===== src/rtl/tia_bus_arbiter.sv =====
// Two-master Wishbone arbiter for the TIA register port: one single-cycle strobe per access.
// Define TIA_ARB_TIMEOUT_EN to add a WAIT timeout that answers with an error response.
module tia_bus_arbiter #(
    parameter int unsigned WB_ADDR_WIDTH  = 7,
    parameter int unsigned WB_DATA_WIDTH  = 8,
    parameter int unsigned STARVE_LIMIT   = 15,
    parameter int unsigned TIMEOUT_CYCLES = 8
) (
    input  logic                     clk_i,
    input  logic                     rst_ni,
    input  logic                     m0_stb_i,
    input  logic                     m0_we_i,
    input  logic [WB_ADDR_WIDTH-1:0] m0_adr_i,
    input  logic [WB_DATA_WIDTH-1:0] m0_dat_i,
    output logic                     m0_ack_o,
    output logic                     m0_err_o,
    output logic [WB_DATA_WIDTH-1:0] m0_dat_o,
    input  logic                     m1_stb_i,
    input  logic                     m1_we_i,
    input  logic [WB_ADDR_WIDTH-1:0] m1_adr_i,
    input  logic [WB_DATA_WIDTH-1:0] m1_dat_i,
    output logic                     m1_ack_o,
    output logic                     m1_err_o,
    output logic [WB_DATA_WIDTH-1:0] m1_dat_o,
    output logic                     s_stb_o,
    output logic                     s_we_o,
    output logic [WB_ADDR_WIDTH-1:0] s_adr_o,
    output logic [WB_DATA_WIDTH-1:0] s_dat_o,
    input  logic                     s_ack_i,
    input  logic [WB_DATA_WIDTH-1:0] s_dat_i,
    input  logic                     stall_cpu_i,
    output logic [1:0]               grant_o
);
    localparam int unsigned StarveW = $clog2(STARVE_LIMIT + 1);
    localparam logic [StarveW-1:0] StarveMax = StarveW'(STARVE_LIMIT);

    if (STARVE_LIMIT == 0 || TIMEOUT_CYCLES == 0) begin : g_param_check
        $error("tia_bus_arbiter: STARVE_LIMIT and TIMEOUT_CYCLES must be non-zero");
    end

    typedef enum logic [1:0] {StIdle, StReq, StWait, StDone} state_e;

    state_e                   state_q;
    logic [StarveW-1:0]       starve_q;
    logic [1:0]               grant_q;
    logic                     s_stb_q;
    logic                     s_we_q;
    logic [WB_ADDR_WIDTH-1:0] s_adr_q;
    logic [WB_DATA_WIDTH-1:0] s_dat_q;
    logic                     m0_ack_q;
    logic                     m1_ack_q;
    logic [WB_DATA_WIDTH-1:0] m0_dat_q;
    logic [WB_DATA_WIDTH-1:0] m1_dat_q;
    logic                     m1_wins;

    // Master 1 takes the slot when alone, when the CPU is parked in WSYNC, or when starved.
    assign m1_wins = m1_stb_i & (~m0_stb_i | stall_cpu_i | (starve_q == StarveMax));

`ifdef TIA_ARB_TIMEOUT_EN
    localparam int unsigned TimeoutW = ($clog2(TIMEOUT_CYCLES) > 4) ? $clog2(TIMEOUT_CYCLES) : 4;
    localparam logic [TimeoutW-1:0] TimeoutLast = TimeoutW'(TIMEOUT_CYCLES - 1);

    logic [TimeoutW-1:0] wait_cnt_q;
    logic                m0_err_q;
    logic                m1_err_q;

    assign m0_err_o = m0_err_q;
    assign m1_err_o = m1_err_q;
`else
    assign m0_err_o = 1'b0;
    assign m1_err_o = 1'b0;
`endif

    always_ff @(posedge clk_i or negedge rst_ni) begin
        if (!rst_ni) begin
            state_q  <= StIdle;
            starve_q <= '0;
            grant_q  <= 2'b00;
            s_stb_q  <= 1'b0;
            s_we_q   <= 1'b0;
            s_adr_q  <= '0;
            s_dat_q  <= '0;
            m0_ack_q <= 1'b0;
            m1_ack_q <= 1'b0;
            m0_dat_q <= '0;
            m1_dat_q <= '0;
`ifdef TIA_ARB_TIMEOUT_EN
            wait_cnt_q <= '0;
            m0_err_q   <= 1'b0;
            m1_err_q   <= 1'b0;
`endif
        end else begin
            unique case (state_q)
                StIdle: begin
                    if (m1_wins) begin
                        state_q  <= StReq;
                        grant_q  <= 2'b10;
                        s_stb_q  <= 1'b1;
                        s_we_q   <= m1_we_i;
                        s_adr_q  <= m1_adr_i;
                        s_dat_q  <= m1_dat_i;
                        starve_q <= '0;
                    end else if (m0_stb_i) begin
                        state_q <= StReq;
                        grant_q <= 2'b01;
                        s_stb_q <= 1'b1;
                        s_we_q  <= m0_we_i;
                        s_adr_q <= m0_adr_i;
                        s_dat_q <= m0_dat_i;
                        if (m1_stb_i && starve_q != StarveMax) begin
                            starve_q <= starve_q + 1'b1;
                        end
                    end
                end
                StReq: begin
                    s_stb_q <= 1'b0;
                    state_q <= StWait;
`ifdef TIA_ARB_TIMEOUT_EN
                    wait_cnt_q <= '0;
`endif
                end
                StWait: begin
                    if (s_ack_i) begin
                        state_q <= StDone;
                        if (grant_q[1]) begin
                            m1_ack_q <= 1'b1;
                            m1_dat_q <= s_dat_i;
                        end else begin
                            m0_ack_q <= 1'b1;
                            m0_dat_q <= s_dat_i;
                        end
                    end
`ifdef TIA_ARB_TIMEOUT_EN
                    else if (wait_cnt_q == TimeoutLast) begin
                        state_q  <= StDone;
                        m1_err_q <= grant_q[1];
                        m0_err_q <= grant_q[0];
                    end else begin
                        wait_cnt_q <= wait_cnt_q + 1'b1;
                    end
`endif
                end
                StDone: begin
                    state_q  <= StIdle;
                    grant_q  <= 2'b00;
                    s_we_q   <= 1'b0;
                    s_adr_q  <= '0;
                    s_dat_q  <= '0;
                    m0_ack_q <= 1'b0;
                    m1_ack_q <= 1'b0;
                    m0_dat_q <= '0;
                    m1_dat_q <= '0;
`ifdef TIA_ARB_TIMEOUT_EN
                    m0_err_q <= 1'b0;
                    m1_err_q <= 1'b0;
`endif
                end
            endcase
        end
    end

    assign grant_o  = grant_q;
    assign s_stb_o  = s_stb_q;
    assign s_we_o   = s_we_q;
    assign s_adr_o  = s_adr_q;
    assign s_dat_o  = s_dat_q;
    assign m0_ack_o = m0_ack_q;
    assign m1_ack_o = m1_ack_q;
    assign m0_dat_o = m0_dat_q;
    assign m1_dat_o = m1_dat_q;

endmodule


===== config.mk =====
export PLATFORM = sky130hd
export DESIGN_NAME = tia_bus_arbiter
export DESIGN_NICKNAME = d
export VERILOG_FILES = /design/src/rtl/tia_bus_arbiter.sv
export SDC_FILE = /design/constraint.sdc
export NUM_CORES = 1
export LEC_CHECK = 0
export BUFFER_PORTS_ARGS = -buffer_cell sky130_fd_sc_hd__buf_2
export CAP_MARGIN = 20
export CORE_MARGIN = 1
export CORE_UTILIZATION = 50
export CTS_BUF_LIST = sky130_fd_sc_hd__clkbuf_8
export DETAILED_ROUTE_END_ITERATION = 8
export GPL_ROUTABILITY_DRIVEN = 0
export PLACE_DENSITY = 0.83
export SYNTH_ARGS = -nofsm -noshare
export SYNTH_HDL_FRONTEND = slang
export SYNTH_SLANG_ARGS = --single-unit

===== constraint.sdc =====
create_clock -name clk_i -period 2.34 [get_ports clk_i]
set_input_delay 0.702 -clock clk_i [delete_from_list [all_inputs] [get_ports clk_i]]
set_output_delay 0.702 -clock clk_i [all_outputs]
set_load 0.02 [all_outputs]

==> results.sh, run 1 <==
export IMPL_drt_total_wl_um=5140
export IMPL_r2r_cells=5
export IMPL_synth_mux_area_share_pct=8.72
export IMPL_netlist_area_um2=2310
export IMPL_rows=24
export IMPL_synthArstFlopShare_pct=100
export IMPL_arrival_ns=2.35
export IMPL_synth_seq_cells=43
export IMPL_cap_violations=0
export IMPL_switching_power_mw=1.41
export IMPL_rrSetupSlack_ns=0.17
export IMPL_dieHeight_um=70.0
export IMPL_slew_headroom_pct=50.9
export IMPL_post_place_ws_ns=0.222
export IMPL_setup_ws_ns=0.174
export IMPL_root_buffer="clkbuf_8"
export IMPL_portBuffers=82
export IMPL_setup_worst_path_end_class="flop"
export IMPL_synth_cells=205
export IMPL_gr_total_overflow=0
export IMPL_path_cells="inv_1 > ha_1 > or3b_1 > a21boi_0 > a311o_1"
export IMPL_synth_area_leaders="dfrtp_1 47%, mux2_2 7.8%, a311o_1 6.9%"
export IMPL_start_kind="flop"
export IMPL_finClkSkew_ns=0.0105
export IMPL_clk_latency_ns=0.30
export IMPL_diodes=0
export IMPL_initial_utilization_pct=52.7
export IMPL_synth_top_cell_area_share_pct=46.6
export IMPL_yosysMostFrequentCell="dfrtp_1"
export IMPL_synth_commonest_cells="43 x dfrtp_1, 22 x nand2_1, 16 x a211oi_1, 16 x a311o_1, 16 x mux2_2"
export IMPL_ir_worst_vdd_mv=0.771
export IMPL_required_ns=2.53
export IMPL_clock_sinks=43
export IMPL_ctsHoldBuffers=0
export IMPL_critPathKind="flop to flop"
export IMPL_path_clk_slew_ns=0.08
export IMPL_cts_resized=0
export IMPL_post_route_min_period_ns=2.17
export IMPL_max_freq_ghz=0.462
export IMPL_cts_setup_buffers=0
export IMPL_synth_flop_cell="dfrtp_1"
export IMPL_yosysTopAreaCell="dfrtp_1"
export IMPL_yosysUniqueCellTypes=39
export IMPL_drc=0
export IMPL_ys_seq_area_share_pct=46.6
export IMPL_power_frac_clock_pct=16.9
export IMPL_synth_simple_area_share_pct=11.4
export IMPL_cp_slowest_cell="or3b_1"
export IMPL_sequentialPowerShare_pct=33.5
export IMPL_synth_xor_area_share_pct=0
export IMPL_p_comb_share_pct=49.6
export IMPL_pin_count=85
export IMPL_dr_pass1_iters=5
export IMPL_dp_hpwl_um=3630
export IMPL_grt_start_max_net_pins=24
export IMPL_timing_rr_start="state_q[0]"
export IMPL_synth_compound_area_share_pct=23.5
export IMPL_grt_pass1_wl_um=8790
export IMPL_synth_enable_flop_cells=0
export IMPL_setup_violations=0
export IMPL_hold_viol=0
export IMPL_rr_endpoint="s_dat_o[5]"
export IMPL_cts_made_buffers=5
export IMPL_finish_utilization_pct=65.1
export IMPL_p_per_area_nw_per_um2=1240
export IMPL_clockBufferDepth=2
export IMPL_yosys_warnings=0
export IMPL_grt_usage_pct=22.8
export IMPL_wl_per_cell_um=15.1
export IMPL_p_int_mw=2.14
export IMPL_path_max_fanout=17
export IMPL_slew_violations=0
export IMPL_worst_slew_pin_slew_ns=0.736
export IMPL_rsz0062_at_grt="false"
export IMPL_cts_htree_levels=2
export IMPL_path_buf_inv=1
export IMPL_slowest_delay_ns=0.67
export IMPL_vias_per_cell=5.59
export IMPL_drive_gt1_share_pct=44.4
export IMPL_first_iter_violations=89
export IMPL_fin_crit_sh_pct=92.6
export IMPL_die_area_um2=4900
export IMPL_cp_top_family="simple AND/OR/NAND/NOR gates"
export IMPL_nNetsFinal=339
export IMPL_setup_tns_ns=0
export IMPL_hold_path_class="primary input to async pin"
export IMPL_synth_top_family_by_area="compound AO/OA/AOI/OAI gates"
export IMPL_power_leakage_nw=1.41
export IMPL_syn2layout_area_growth_pct=23.6
export IMPL_status="complete, no violations"
export IMPL_grt_pass1_vias=1880
export IMPL_swShare_pct=39.8
export IMPL_synth_area_per_cell_um2=11.3
export IMPL_die_x_um=70.0
export IMPL_synthAdderAreaFrac_pct=3.25
export IMPL_cts_tree="built"
export IMPL_num_vias=1899
export IMPL_antenna_found_initial=0
export IMPL_core_um2=4380
export IMPL_antenna_left=0
## sequential cells by signal, indices dropped and copies added (netlist names)
register  count
m0_dat_o      8
m1_dat_o      8
s_dat_o       8
s_adr_o       7
starve_q      4
grant_o       2
state_q       2
m0_ack_o      1
m1_ack_o      1
s_stb_o       1
s_we_o        1
## power groups by stage
stage	Clock, mW	Sequential (mW)	Combinational, mW
3_5_place_dp	0	1.20	1.76
3_3_place_gp	0	1.19	1.73
5_1_grt	0.645	1.23	1.92
2_1_floorplan	0	1.50	1.02
4_1_cts	0.614	1.19	1.77
6_report	0.600	1.19	1.76
## per-layer routing
metal  track usage [%]  part of all wire [%]  up-vias  wire, um
met5                 0                     0        -         0
met4              8.22                   1.1        0        59
met3              5.77                   6.8        6       348
met2              36.8                    47       67      2420
met1              29.8                    45      904      2310
li1                  -                     -      922         -
## per-stage QoR
step	power, mW	area (um^2)	std cells	hold slack [ns]
final	3.55	2860	340	0.376
after global routing	3.79	2860	340	0.418
after global placement	2.91	2740	332	0.455
after detailed placement	2.96	2740	332	0.461
after floorplan	2.51	2310	206	0.406
after CTS	3.58	2860	340	0.390
## how the worst max path moves through the flow
stage | startpoint | to | depth (start not counted)
after floorplan | state_q[0] | s_adr_o[0] | 7
after global placement | m1_stb_i | s_dat_o[4] | 4
after detailed placement | m1_stb_i | s_dat_o[4] | 4
after CTS | state_q[0] | s_dat_o[5] | 5
after global routing | state_q[0] | s_dat_o[5] | 5
final | state_q[0] | s_dat_o[5] | 5
## cell usage in the layout, fill, tap and decap left out, types with 6 or more instances in the layout
master | Yosys | layout
buf_4 | 4 | 7
dfrtp_1 | 43 | 43
mux2_2 | 16 | 16
inv_1 | 6 | 6
clkbuf_8 | 0 | 6
a211oi_1 | 16 | 16
ha_1 | 6 | 6
buf_2 | 8 | 82
nor2b_1 | 9 | 9
nand2_1 | 22 | 22
a311o_1 | 16 | 16
a21boi_2 | 9 | 9
a21boi_0 | 6 | 6
o21ai_0 | 6 | 6
## area by class of cell
cell class,count,area [um^2]
Clock buffer,6,82.6
Clock inverter,2,35.0
Fill cell,345,1530
Inverter,6,22.5
Multi-Input combinational cell,141,1090
Sequential cell,43,1080
Tap cell,52,65.1
Timing Repair Buffer,90,483
## cell families (layout without fill, tap and decap cells)
logic type                 count (synthesis)  in the layout
buffers and inverters                     22            104
AOI/OAI and AO/OA                         64             64
adders and majority gates                  6              6
other                                      1              2
muxes                                     18             18
and+or+nand+nor                           51             51
DFF                                       43             43
Note: power is estimated with default switching activity, not from simulation.
==> run 2, diff against run 1 <==
CORE_UTILIZATION = 49   (was 50)
CTS_BUF_LIST = default   (was sky130_fd_sc_hd__clkbuf_8)
PLACE_DENSITY = 0.81   (was 0.83)
==> run 2 against run 1 <==
  * Cell count is 0.59% higher
  * Worst hold slack better by 0.082 ns
  * The run now ends with design-rule violations left
  * Flip-flop and latch count stayed put
  * Routed wire length is 0.25% higher
  * Register-to-register slack better by 0.07 ns
  * Critical path type unchanged
  * Global-route usage is 1.0 points lower
  * Core utilization is 1.4 points lower
  * Largest cell class unchanged
  * Power is 3.0% lower
==> results.sh, run 2 (synthesis gave the netlist of run 1 again) <==
export IMPL_finClkSkew_ns=0.00690
export IMPL_antenna_found_initial=0
export IMPL_syn2layout_area_growth_pct=22.6
export IMPL_power_leakage_nw=1.39
export IMPL_cts_setup_buffers=0
export IMPL_setup_tns_ns=0
export IMPL_antenna_left=0
export IMPL_cts_htree_levels=2
export IMPL_path_max_fanout=17
export IMPL_cap_violations=0
export IMPL_clk_latency_ns=0.31
export IMPL_worst_slew_pin_slew_ns=0.755
export IMPL_clockBufferDepth=2
export IMPL_total_power_mw=3.44
export IMPL_start_kind="flop"
export IMPL_vias_per_cell=5.56
export IMPL_violations="design-rule violations"
export IMPL_nNetsFinal=341
export IMPL_required_ns=2.53
export IMPL_max_freq_ghz=0.478
export IMPL_cts_tree="built"
export IMPL_dp_hpwl_um=3530
export IMPL_arrival_ns=2.29
export IMPL_initial_utilization_pct=52.0
export IMPL_most_common_layout_cells="82 x buf_2, 43 x dfrtp_1, 22 x nand2_1"
export IMPL_finish_utilization_pct=63.8
export IMPL_post_route_min_period_ns=2.09
export IMPL_slew_violations=0
export IMPL_slew_headroom_pct=49.6
export IMPL_diodes=0
export IMPL_clock_sinks=43
export IMPL_dr_pass1_iters=6
export IMPL_setup_ws_ns=0.246
export IMPL_grt_usage_pct=21.8
export IMPL_grt_pass1_wl_um=8460
export IMPL_drt_total_wl_um=5150
export IMPL_drive_gt1_share_pct=44.8
export IMPL_die_x_um=70.7
export IMPL_layout_commonest_cell="buf_2"
export IMPL_grt_pass1_vias=1872
export IMPL_hold_ws_ns=0.459
export IMPL_hold_viol=0
export IMPL_portBuffers=82
export IMPL_setup_violations=0
export IMPL_grt_start_max_net_pins=44
export IMPL_gr_total_overflow=0
export IMPL_cts_resized=0
export IMPL_path_clk_slew_ns=0.09
export IMPL_status="finished, violations left"
export IMPL_fin_crit_sh_pct=89.5
export IMPL_first_iter_violations=92
export IMPL_ir_worst_vdd_mv=0.698
export IMPL_drc=12
export IMPL_cts_made_buffers=5
export IMPL_setup_worst_path_end_class="flop"
export IMPL_num_vias=1903
export IMPL_core_um2=4440
export IMPL_rows=24
export IMPL_post_place_ws_ns=0.124
export IMPL_nFillCells=362
export IMPL_pin_count=85
export IMPL_p_per_area_nw_per_um2=1210
export IMPL_critPathKind="flop to flop"
export IMPL_rsz0062_at_grt="false"
export IMPL_ctsHoldBuffers=0
export IMPL_die_area_um2=4990
export IMPL_root_buffer="clkbuf_8"
export IMPL_wl_per_cell_um=15.1
export IMPL_hold_path_class="primary input to async pin"
export IMPL_dieHeight_um=70.7
==> run 2: cell types whose count changed in the layout (fill, tap and decap cells not counted) <==
cell,before,now
clkinv_4,0,2
buf_4,7,10
bufinv_16,1,0
clkinv_2,1,0
clkbuf_8,6,5
clkinvlp_4,0,1
buf_12,1,0
==> run 2: worst paths after layout <==
check / start / to / slack, ns / depth (start not counted)
worst min-delay path: rst_ni / s_adr_o[0] / 0.46 / 2
min in group clk_i: s_stb_o / s_stb_o / 0.48 / 1
worst min register to register: s_stb_o / s_stb_o / 0.48 / 1
worst max register to register: state_q[0] / s_dat_o[4] / 0.25 / 5
worst max-delay path: state_q[0] / s_dat_o[4] / 0.25 / 5
max in group asynchronous: rst_ni / starve_q[3] / 1.50 / 2
==> run 2: layout make-up <==
| type | instances | area, um^2 | area share (%) |
|---|---|---|---|
| Inverter | 6 | 22.5 | 0.795 |
| Multi-Input combinational cell | 141 | 1090 | 38.5 |
| Sequential cell | 43 | 1080 | 38.0 |
| Clock buffer | 5 | 68.8 | 2.43 |
| Tap cell | 52 | 65.1 | 2.30 |
| Clock inverter | 3 | 25.0 | 0.883 |
| Timing Repair Buffer | 92 | 485 | 17.1 |
==> run 2: power by group <==
group / switching, mW / internal [mW]
logic: 0.999 / 0.760
clock network: 0.283 / 0.213
registers: 0.152 / 1.03
==> run 2: metal layers <==
layer	vias to the layer above	part of all wire [%]	GRT usage (%)
met1	909	44	25.7
met3	8	6.7	4.56
met4	0	1.6	10.9
met5	-	0	0
met2	69	48	37.9
li1	917	-	-
==> run 2: through the flow <==
step / area [um^2] / std cells
6_report: 2830 / 342
5_1_grt: 2830 / 342
3_5_place_dp: 2740 / 334
2_1_floorplan: 2310 / 206
4_1_cts: 2830 / 342
3_3_place_gp: 2740 / 334
==> run 2: critical path, stage by stage (launching register included) <==
cell and delay [ns]:
dfrtp_1 0.41, inv_1 0.10, ha_1 0.22, or3b_1 0.66, a21boi_0 0.21, a311o_1 0.37
==> run 3, diff against run 2 <==
CELL_PAD_IN_SITES_DETAIL_PLACEMENT = 1   (was default)
CELL_PAD_IN_SITES_GLOBAL_PLACEMENT = 2   (was default)
CORE_UTILIZATION = 30   (was 49)
==> run 3 against run 2 <==
  * The flow now finishes without violations
  * Non-clock buffer count increased by 2
  * Core utilization decreased by 23 points
  * Combinational power increased by 3%
  * Routed wire length increased by 21%
  * Die area increased by 61%
  * Count of clock-buffer cells in the layout increased by 1
  * Sequential power about the same
  * Worst hold slack got worse by 0.053 ns
  * Global-route usage decreased by 5.3 points
  * Register-to-register slack improved by 0.19 ns
  * Flip-flop and latch count unchanged
  * Critical endpoint is now s_we_o
  * Largest cell class unchanged
  * Highest routed layer unchanged
==> results.sh, run 3 (synthesis gave the netlist of run 1 again) <==
export IMPL_vias_per_cell=4.95
export IMPL_cts_resized=0
export IMPL_power_leakage_nw=1.43
export IMPL_slew_headroom_pct=50.4
export IMPL_cts_tree="built"
export IMPL_rows=31
export IMPL_path_clk_slew_ns=0.09
export IMPL_grt_pass1_vias=2149
export IMPL_core_um2=7330
export IMPL_power_frac_clock_pct=18.8
export IMPL_pin_count=85
export IMPL_status="complete, no violations"
export IMPL_rsz0062_at_grt="false"
export IMPL_worst_slew_pin_slew_ns=0.742
export IMPL_hold_path_class="primary input to async pin"
export IMPL_timing_rr_start="state_q[0]"
export IMPL_cts_made_buffers=5
export IMPL_ir_worst_vdd_mv=0.468
export IMPL_setup_violations=0
export IMPL_num_vias=1937
export IMPL_die_area_um2=8060
export IMPL_cp_startpoint="state_q[0]"
export IMPL_most_common_layout_cells="82 x buf_2, 43 x dfrtp_1, 22 x nand2_1"
export IMPL_clk_latency_ns=0.30
export IMPL_path_cells="inv_1 > ha_1 > or3b_1 > buf_4 > a21boi_2 > a311o_1"
export IMPL_max_freq_ghz=0.524
export IMPL_die_x_um=89.8
export IMPL_setup_worst_path_end_class="flop"
export IMPL_layout_commonest_cell="buf_2"
export IMPL_sequentialPowerShare_pct=32.1
export IMPL_cap_violations=0
export IMPL_swShare_pct=39.4
export IMPL_p_int_mw=2.25
export IMPL_grt_usage_pct=16.5
export IMPL_drc=0
export IMPL_drt_total_wl_um=6230
export IMPL_switching_power_mw=1.46
export IMPL_dp_hpwl_um=4570
export IMPL_grt_start_max_net_pins=27
export IMPL_dr_pass1_iters=4
export IMPL_wl_per_cell_um=15.9
export IMPL_grt_pass1_wl_um=10700
export IMPL_syn2layout_area_growth_pct=28.0
export IMPL_rr_endpoint="s_we_o"
export IMPL_root_buffer="clkbuf_8"
export IMPL_endpoint="s_we_o"
export IMPL_r2r_cells=6
export IMPL_slowest_delay_ns=0.43
export IMPL_clockBufferDepth=2
export IMPL_first_iter_violations=47
export IMPL_finish_utilization_pct=40.4
export IMPL_required_ns=2.53
export IMPL_rrSetupSlack_ns=0.43
export IMPL_setup_tns_ns=0
export IMPL_path_max_fanout=11
export IMPL_drive_gt1_share_pct=44.9
export IMPL_p_per_area_nw_per_um2=1250
export IMPL_antenna_found_initial=0
export IMPL_nFillCells=837
export IMPL_antenna_left=0
export IMPL_cp_slowest_cell="or3b_1"
export IMPL_nNetsFinal=343
export IMPL_finClkSkew_ns=0.0106
export IMPL_slew_violations=0
export IMPL_regArea_um2=1080
export IMPL_hold_viol=0
export IMPL_dieHeight_um=89.8
export IMPL_post_route_min_period_ns=1.91
export IMPL_diodes=0
export IMPL_multiInputGateArea_um2=1090
export IMPL_fin_crit_sh_pct=81.6
export IMPL_critPathKind="flop to flop"
export IMPL_initial_utilization_pct=31.5
export IMPL_ctsHoldBuffers=0
export IMPL_cts_setup_buffers=0
export IMPL_gr_total_overflow=0
export IMPL_cts_htree_levels=2
export IMPL_portBuffers=82
export IMPL_start_kind="flop"
export IMPL_p_comb_share_pct=49.1
export IMPL_arrival_ns=2.10
export IMPL_clock_sinks=43
[run 3: layout make-up]
type                            count  area share [%]
Sequential cell                    43            36.4
Timing Repair Buffer               94            17.3
Clock buffer                        6            2.45
Inverter                            6           0.761
Clock inverter                      2            2.03
Multi-Input combinational cell    141            36.9
Tap cell                           99            4.19
[run 3: worst min-delay path by stage]
stage	to	slack, ns	depth (start not counted)	from
after floorplan	grant_o[0]	0.41	0	rst_ni
after detailed placement	s_stb_o	0.46	1	s_stb_o
after global placement	s_stb_o	0.46	1	s_stb_o
after global routing	grant_o[0]	0.45	1	rst_ni
final	m1_dat_o[5]	0.41	1	rst_ni
after CTS	grant_o[0]	0.43	1	rst_ni
[run 3: per-layer routing]
| metal | global-route usage, % | wire length, um |
|---|---|---|
| met5 | 0 | 0 |
| met2 | 26.8 | 2850 |
| met4 | 4.64 | 89 |
| met3 | 5.58 | 472 |
| met1 | 20.8 | 2820 |
[run 3: stage by stage]
stage	std cells	total power, mW	hold slack (ns)	setup WS, ns	area [um^2]
floorplan	206	2.51	0.406	0.705	2310
global placement	383	3.00	0.459	0.351	2830
detailed placement	383	3.06	0.461	0.320	2830
CTS	391	3.78	0.425	0.418	2960
global route	391	3.99	0.447	0.309	2960
finish	391	3.71	0.406	0.431	2960
[run 3: power groups by stage]
stage	registers, mW	logic [mW]	clock network [mW]
after floorplan	1.50	1.02	0
after global placement	1.20	1.81	0
after detailed placement	1.20	1.85	0
after CTS	1.20	1.86	0.722
after global routing	1.23	2.00	0.754
final	1.19	1.82	0.698
[run 3: worst max-delay path, delay by kind of cell (launching register included)]
family,cells,cell delay (ns)
compound gates,2,0.38
flops,1,0.40
buf+inv,2,0.36
simple gates,1,0.43
fa+ha+maj,1,0.23
